[config.mk]
export PLATFORM = sky130hd
export DESIGN_NAME = s2u_dma_rd_sched
export DESIGN_NICKNAME = d
export VERILOG_FILES = /design/src/rtl/s2u_dma_rd_sched.sv
export SDC_FILE = /design/constraint.sdc
export NUM_CORES = 1
export LEC_CHECK = 0
export BUFFER_PORTS_ARGS = -buffer_cell sky130_fd_sc_hd__clkbuf_2
export CAP_MARGIN = 10
export CORE_MARGIN = 8
export CORE_UTILIZATION = 55
export CTS_BUF_LIST = sky130_fd_sc_hd__clkbuf_2 sky130_fd_sc_hd__clkbuf_4 sky130_fd_sc_hd__clkbuf_8
export DETAILED_ROUTE_END_ITERATION = 8
export GPL_TIMING_DRIVEN = 0
export HOLD_SLACK_MARGIN = 0.12
export PLACE_DENSITY = 0.78
export SYNTH_ARGS = -nofsm -noshare
export SYNTH_HDL_FRONTEND = slang
export SYNTH_SLANG_ARGS = --single-unit
[constraint.sdc]
create_clock -name clk_i -period 3.6 [get_ports clk_i]
set_input_delay 0.36 -clock clk_i [delete_from_list [all_inputs] [get_ports clk_i]]
set_output_delay 0.36 -clock clk_i [all_outputs]
set_load 0.02 [all_outputs]
[src/rtl/s2u_dma_rd_sched.sv]
// s2u_dma_rd_sched: system-to-user stream DMA read scheduler.
// On each rising edge of the stream enable, the host buffer is split into
// memory-read requests of at most MAX_RD_BYTES. Each request gets a unique
// tag from a free-tag pool. The block raises done once every completion
// has returned.
// Optional feature macro: S2U_RD_4K_SPLIT_EN. When it is defined, requests
// are also truncated so that none of them crosses a 4 KB host boundary.

module s2u_dma_rd_sched #(
   parameter int MAX_RD_BYTES = 512,
   parameter int TAG_W        = 3
) (
   input  logic             clk_i,
   input  logic             rst_n,
   input  logic             i_str_en,
   input  logic [31:0]      i_dma_addr,
   input  logic [31:0]      i_dma_len,
   output logic             o_done,
   input  logic             i_done_ack,
   output logic             o_busy,
   output logic             o_rd_req,
   input  logic             i_rd_ack,
   output logic [31:0]      o_rd_addr,
   output logic [12:0]      o_rd_len,
   output logic [TAG_W-1:0] o_rd_tag,
   input  logic             i_cpl_valid,
   input  logic [TAG_W-1:0] i_cpl_tag,
   input  logic             i_cpl_last
);

   localparam int NTAGS = 1 << TAG_W;

   typedef enum logic [2:0] {
      IDLE,
      CALC,
      REQ,
      DRAIN,
      DONE
   } state_e;

   state_e             state_q;
   logic [31:0]        addr_q;
   logic [31:0]        rem_q;
   logic [12:0]        chunk_q;
   logic [NTAGS-1:0]   tagBusy_q;
   logic               enDly_q;
   logic               abort_q;
   logic               done_q;
   logic               busy_q;
   logic               rdReq_q;
   logic [31:0]        rdAddr_q;
   logic [12:0]        rdLen_q;
   logic [TAG_W-1:0]   rdTag_q;

   logic [12:0]        chunk_d;
   logic [TAG_W-1:0]   freeTag;
   logic               poolFull;
   logic [NTAGS-1:0]   tagSet;
   logic [NTAGS-1:0]   tagClr;
   logic [NTAGS-1:0]   tagBusy_d;
   logic               reqAccepted;

   assign o_done    = done_q;
   assign o_busy    = busy_q;
   assign o_rd_req  = rdReq_q;
   assign o_rd_addr = rdAddr_q;
   assign o_rd_len  = rdLen_q;
   assign o_rd_tag  = rdTag_q;

   assign reqAccepted = rdReq_q & i_rd_ack;
   assign poolFull    = &tagBusy_q;

`ifdef S2U_RD_4K_SPLIT_EN
   logic [12:0]        boundLim;
`endif

   // Next chunk size: the smallest of remaining bytes, the max request size and, optionally, the distance to the next 4 KB boundary.
   always_comb begin
      chunk_d = (rem_q > 32'(MAX_RD_BYTES)) ? 13'(MAX_RD_BYTES) : rem_q[12:0];
`ifdef S2U_RD_4K_SPLIT_EN
      boundLim = 13'd4096 - {1'b0, addr_q[11:0]};
      if (boundLim < chunk_d) begin
         chunk_d = boundLim;
      end
`endif
   end

   // Pick the lowest-index free tag. This scan goes from the top down, so the lowest free index is the last one written.
   always_comb begin
      freeTag = '0;
      for (int i = NTAGS - 1; i >= 0; i--) begin
         if (!tagBusy_q[i]) begin
            freeTag = TAG_W'(i);
         end
      end
   end

   // Tag bitmap update. A tag allocated this cycle stays busy even if a completion for the same index arrives in that cycle.
   always_comb begin
      tagClr    = (i_cpl_valid & i_cpl_last) ? ({{(NTAGS-1){1'b0}}, 1'b1} << i_cpl_tag) : '0;
      tagSet    = reqAccepted ? ({{(NTAGS-1){1'b0}}, 1'b1} << rdTag_q) : '0;
      tagBusy_d = (tagBusy_q & ~tagClr) | tagSet;
   end

   // Main scheduler FSM. All outputs are registered here.
   always_ff @(posedge clk_i or negedge rst_n) begin
      if (!rst_n) begin
         state_q   <= IDLE;
         addr_q    <= '0;
         rem_q     <= '0;
         chunk_q   <= '0;
         tagBusy_q <= '0;
         enDly_q   <= 1'b0;
         abort_q   <= 1'b0;
         done_q    <= 1'b0;
         busy_q    <= 1'b0;
         rdReq_q   <= 1'b0;
         rdAddr_q  <= '0;
         rdLen_q   <= '0;
         rdTag_q   <= '0;
      end else begin
         enDly_q   <= i_str_en;
         tagBusy_q <= tagBusy_d;
         case (state_q)
            IDLE: begin
               if (i_str_en && !enDly_q) begin
                  addr_q  <= i_dma_addr & 32'hFFFF_FFFC;
                  rem_q   <= i_dma_len & 32'hFFFF_FFFC;
                  abort_q <= 1'b0;
                  busy_q  <= 1'b1;
                  state_q <= (i_dma_len[31:2] == 30'd0) ? DONE : CALC;
               end
            end
            CALC: begin
               if (!i_str_en) begin
                  abort_q <= 1'b1;
                  state_q <= DRAIN;
               end else begin
                  chunk_q <= chunk_d;
                  state_q <= REQ;
                  if (!poolFull) begin
                     rdReq_q  <= 1'b1;
                     rdAddr_q <= addr_q;
                     rdLen_q  <= chunk_d;
                     rdTag_q  <= freeTag;
                  end
               end
            end
            REQ: begin
               if (reqAccepted) begin
                  rdReq_q <= 1'b0;
                  addr_q  <= addr_q + {19'd0, chunk_q};
                  rem_q   <= rem_q - {19'd0, chunk_q};
                  state_q <= (rem_q == {19'd0, chunk_q}) ? DRAIN : CALC;
               end else if (!i_str_en) begin
                  rdReq_q <= 1'b0;
                  abort_q <= 1'b1;
                  state_q <= DRAIN;
               end else if (!rdReq_q && !poolFull) begin
                  rdReq_q  <= 1'b1;
                  rdAddr_q <= addr_q;
                  rdLen_q  <= chunk_q;
                  rdTag_q  <= freeTag;
               end
            end
            DRAIN: begin
               if (tagBusy_q == '0) begin
                  if (abort_q) begin
                     abort_q <= 1'b0;
                     busy_q  <= 1'b0;
                     state_q <= IDLE;
                  end else begin
                     state_q <= DONE;
                  end
               end
            end
            DONE: begin
               if (!done_q) begin
                  done_q <= 1'b1;
               end else if (i_done_ack) begin
                  done_q  <= 1'b0;
                  busy_q  <= 1'b0;
                  state_q <= IDLE;
               end
            end
            default: begin
               state_q <= IDLE;
            end
         endcase
      end
   end

endmodule

---- Word level (Yosys, flattened, before mapping) ----
Cells that the tools add are included.
word-level totals
  flip-flop bits (word level) ............. 141
  word-level logic and storage cells ...... 126
  output and inout port bits .............. 51
operators by class
  reduce and logical (&&, ||, !) cells .... 20
  add/sub/neg operators ................... 2
  order comparisons ....................... 1
  shifts and indexed selects .............. 2
  equality and inequality tests ........... 18
  bitwise gates (word level) .............. 5
  muxes and demuxes ....................... 65
operator list
  kind                                                                     number
  32-bit 2-to-1 mux                                                        9
  32-bit one-hot mux with 2 select lines                                   3
  13-bit 2-to-1 mux                                                        6
  3-bit 2-to-1 mux                                                         21
  32-bit by 13-bit adder with 32-bit output                                1
  32-bit by 13-bit == test with 1-bit output                               1
  32-bit by 10-bit > comparator with 1-bit output (second input constant)  1
  32-bit by 13-bit subtractor with 32-bit output                           1
  30-bit zero test                                                         1
  13-bit one-hot mux with 2 select lines                                   1
  2-bit != test (second input constant)                                    11
  1-bit 2-to-1 mux                                                         17
  8-bit 2-to-1 mux                                                         2
  1-bit by 3-bit left shift with 8-bit output (first input constant)       2
  3-bit one-hot mux with 5 select lines                                    1
  6-bit AND reduction                                                      2
  8-bit AND                                                                1
  8-bit zero test                                                          1
  8-bit inverter                                                           1
  8-bit bitwise OR                                                         1
  4-bit AND reduction                                                      2
  8-bit AND reduction                                                      1
  3-bit by 2-bit == test with 1-bit output (second input constant)         2
  3-bit one-hot mux with 2 select lines                                    1
  18 further kinds                                                         23

---- Longest topological paths before layout ----
  depth after elaboration ................. 12
  gate-level depth with buffers ........... 10
  mapped depth without buffers ............ 10

---- Worst setup path after synthesis ----
No wires, ideal clock.
  path kind ............................... flip-flop to flip-flop
  start ................................... register rem_q[2]
  end ..................................... register rem_q[14]
  stages on the path, launching flop included .. 9
  setup time .............................. 0.071 ns
  period minus slack after synthesis ...... 2.515 ns
  path buffers ............................ 0
  arrival ................................. 2.444 ns
  slack ................................... 1.085 ns
  cells stage by stage .................... dfrtp_1 -> ha_1 -> nor2b_1 -> o211a_1 -> o311a_1 -> o31a_1 -> and2_1 -> or4_1 -> nand4_1
on the way
  word-level cells in the longest chain between the ends .. 3
RTL lines
  item                                            RTL line  RTL
  start: declaration                              43        logic [31:0] rem_q;
  start signal: assignment                        128       rem_q <= i_dma_len & 32'hFFFF_FFFC;
  start signal: assignment                        153       rem_q <= rem_q - {19'd0, chunk_q};
  32-bit by 13-bit subtractor with 32-bit output  153
  32-bit 2-to-1 mux                               150       if (reqAccepted) begin
  32-bit one-hot mux with 2 select lines          124       case (state_q)
No other way between the ends. The select of a mux whose other input is x is not followed.
A chain may end at the register's enable or synchronous reset.

---- Worst setup path in the final report ----
  start ................................... register state_q[0]
  end ..................................... register rem_q[7]
on the way
  word-level cells in the longest chain between the ends .. 3
RTL lines
  item                                                                                RTL line  RTL
  start: declaration                                                                  41        state_e state_q;
  start signal: assignment                                                            131       state_q <= (i_dma_len[31:2] == 30'd0) ? DONE : CALC;
  start signal: assignment                                                            154       state_q <= (rem_q == {19'd0, chunk_q}) ? DRAIN : CALC;
  3-bit by 2-bit == test with 1-bit output / 3-bit zero test (equally long branches)  124
  2-bit != test (no line) / 2-bit nonzero test (equally long branches)                n/a
  3-bit AND reduction (no line)                                                       n/a
Parallel ways exist; a longest one is shown, timed or not.

==> results.cfg <==
[worst_setup_path]
worst_r2r_path_depth = 9
cp.arrival_ns = 3.69
path_max_fanout = 10
reg2reg_to = rem_q[7]$_DFFE_PN0P_
r2r_start = state_q[0]$_DFFE_PN0P_
crit_type = register to register
endpoint_kind = register
cp-start-kind = register
cp.required_ns = 3.92
r2r_setup_slack_ns = 0.24

[yosys]
async_reset_ff_share_pct = 100
synth_cells = 890
ys_types = 66
synth_top_flop_cell = dfrtp_1
synth_edf_count = 0
syn_area_um2 = 8070
ys_ff_latch = 141
ys_warn_count = 0
synth_nets = 993
synth.yosys.seq_area_share_pct = 43.7
syn_avg_cell_area_um2 = 9.07

[final_layout]
layout.nets = 1138
drive_gt1_share_pct = 18.6
final_common_cell = dfrtp_1
diodes = 0
final_area_um2 = 9380
final_cell_mix = dfrtp_1 (141), clkbuf_2 (119), nand2_1 (80), nor2_1 (80), a21oi_1 (64)
final_core_util_pct = 65.0
area_growth_pct = 16.2

[power]
power_density_nw_per_um2 = 847
p_clk_share_pct = 16.4
switchingPower_mw = 3.71
p_leak_nw = 4.15
p_seq_share_pct = 35.2
peakVddDrop_uv = 524
p_comb_share_pct = 48.4
swShare_pct = 46.7
p_int_mw = 4.23

[placement]
io_buffer_count = 120
placed_cell_area_um2 = 8940
gp_congestion = 0.960
dp_hpwl_um = 18900

[die]
coreArea_um2 = 14400
fp.dieH_um = 137
ios = 125
row_count = 44
die_area_um2 = 18800
fp.dieW_um = 137
start_util_pct = 56.0

[hold_path]
min_to = rem_q[4]$_DFFE_PN0P_
hold_class = input pin to register
hold_start = i_dma_len[4]
whs_path_depth = 3

[global_route]
grt_overflow_total = 0
grt_antenna_before_repair = 0
grt_max_degree = 84
grt_pass1_wl_um = 40300
grt_pass1_vias = 7628
track_usage_pct = 27.9

[timing]
tightest_slew_ns = 1.05
fin_skew_ns = 0.0138
fmax_ghz = 0.298
fin_crit_sh_pct = 93.4
setup_viol = 0
min_period_ns = 3.36
hold_viol = 0
relSlewSlack_pct = 29.5
slew_viol_final = 0
rsz0062_at_grt = no

[cts]
postCtsHoldBufs = 4
cts_tree = done
clockBufferDepth = 2
htreeDepth = 4
cts-resized-gates = 0
clkTransAtPathRegs_ns = 0.09
cts-root-buf = clkbuf_8
post_cts_buffers = 0
cts.sinks = 141
cts_made_buffers = 17
insertion_delay_ns = 0.47

[route]
viasPerCell = 6.39
routed_wl_um = 25800
drt_iter0_drc = 938
drt_first_pass_iters = 6
via_count = 7874
route.detailed.drc = 0
wl_per_cell_um = 20.9
ant_nets = 0

[flow_run]
drv_cap = 0

[outcome]
status = finished, final reports clean
metal layers:
| metal | up-vias | wire [um] | track usage, % |
|---|---|---|---|
| met4 | 0 | 1070 | 12.7 |
| met5 | - | 0 | 0 |
| met2 | 449 | 11500 | 42.2 |
| met1 | 3738 | 10500 | 35.9 |
| met3 | 83 | 2650 | 8.70 |
| li1 | 3604 | - | - |
area by class of cell:
type | instances | area, um^2
timing repair buffer | 126 | 687
fill | 1257 | 5040
clock inverter | 14 | 143
inverter | 28 | 105
clock buffer | 18 | 248
buffer | 45 | 171
tap | 184 | 230
multi-input combinational | 676 | 4270
sequential | 141 | 3530
power groups by stage:
stage / sequential [mW] / combinational, mW / clock [mW]
final: 2.80 / 3.84 / 1.30
after floorplan: 2.89 / 2.42 / 0
after detailed placement: 2.81 / 3.76 / 0
after global placement: 2.79 / 3.68 / 0
after global routing: 2.89 / 4.19 / 1.37
after CTS: 2.78 / 3.78 / 1.30
synthesized netlist by cell type, types with 3 or more instances:
cell type  number  area share [%]
inv_1          28             1.3
a31o_2          3            0.33
o22ai_1        15             1.2
nand2_1        80             3.7
or3_1          12            0.93
a41o_1          3            0.37
a221oi_1        3            0.33
a21oi_1        64             4.0
nand2b_1       12            0.93
a22o_1          9            0.98
o31ai_1         8            0.74
nor4_1         16             1.2
and3_1         15             1.2
dfrtp_1       141              44
ha_1           27             4.2
o311ai_0        8            0.87
clkbuf_1       40             1.9
o21ai_0        61             3.8
nor2b_1        10            0.78
mux2i_1         3            0.37
nand4_1        12            0.93
nor2_1         80             3.7
a311oi_1        5            0.54
a211oi_1        8            0.74
a22oi_1         7            0.65
o21a_1          5            0.47
mux2_2         29             4.0
and2_1          8            0.62
a31oi_1        16             1.2
buf_1           3            0.14
nand3_1        44             2.7
nor3_1         28             1.7
a2bb2oi_1       3            0.33
xnor2_1         8            0.87
o211ai_1        7            0.65
a221o_1        10             1.2
xor2_1          8            0.87
a21o_1         10            0.93
flip-flops by register name (all words and copies together) (netlist names):
| register | flops |
|---|---|
| addr_q | 32 |
| o_rd_addr | 32 |
| rem_q | 32 |
| chunk_q | 13 |
| o_rd_len | 13 |
| tagBusy_q | 8 |
| o_rd_tag | 3 |
| state_q | 3 |
| abort_q | 1 |
| enDly_q | 1 |
| o_busy | 1 |
| o_done | 1 |
| o_rd_req | 1 |
worst max-delay path by stage:
stage / startpoint / to / slack (ns) / cells past startpoint
6_report: state_q[0]$_DFFE_PN0P_ / rem_q[7]$_DFFE_PN0P_ / 0.24 / 9
2_1_floorplan: rem_q[2]$_DFFE_PN0P_ / rem_q[14]$_DFFE_PN0P_ / 1.09 / 8
4_1_cts: state_q[0]$_DFFE_PN0P_ / rem_q[7]$_DFFE_PN0P_ / 0.42 / 9
3_5_place_dp: state_q[0]$_DFFE_PN0P_ / rem_q[7]$_DFFE_PN0P_ / 0.44 / 9
5_1_grt: state_q[0]$_DFFE_PN0P_ / rem_q[28]$_DFFE_PN0P_ / 0.09 / 10
3_3_place_gp: rst_n / o_rd_len[6]$_DFFE_PN0P_ / -0.24 / 1
critical path, cell delays in order, from the launching register on:
cell and delay, ns:
dfrtp_1 0.36, clkbuf_1 0.20, nor2_1 0.18, nand2_1 0.17, nor2_1 0.74, nor2_1 0.39
clkbuf_1 0.39, clkbuf_1 0.39, a21oi_1 0.28, o21ai_0 0.11
per-stage QoR:
stage	total power [mW]	hold slack [ns]	instances	setup WS [ns]	setup TNS, ns
3_3_place_gp	6.47	0.467	1194	-0.241	-31.94
5_1_grt	8.45	0.151	1232	0.0948	0
4_1_cts	7.86	0.124	1231	0.416	0
6_report	7.94	0.142	1232	0.239	0
3_5_place_dp	6.56	0.372	1195	0.437	0
2_1_floorplan	5.31	0.0644	890	1.09	0
logic make-up after synthesis:
group / after synthesis / share of synthesized area, %
AO/OA/AOI/OAI: 268 / 21.8
multiplexers: 32 / 4.42
XOR/XNOR: 16 / 1.74
flip-flops: 141 / 43.7
buffers and inverters: 73 / 3.43
AND/OR/NAND/NOR: 331 / 20.2
adder cells (fa/ha/maj): 29 / 4.68
No activity file was read; power rests on OpenSTA's default activity.
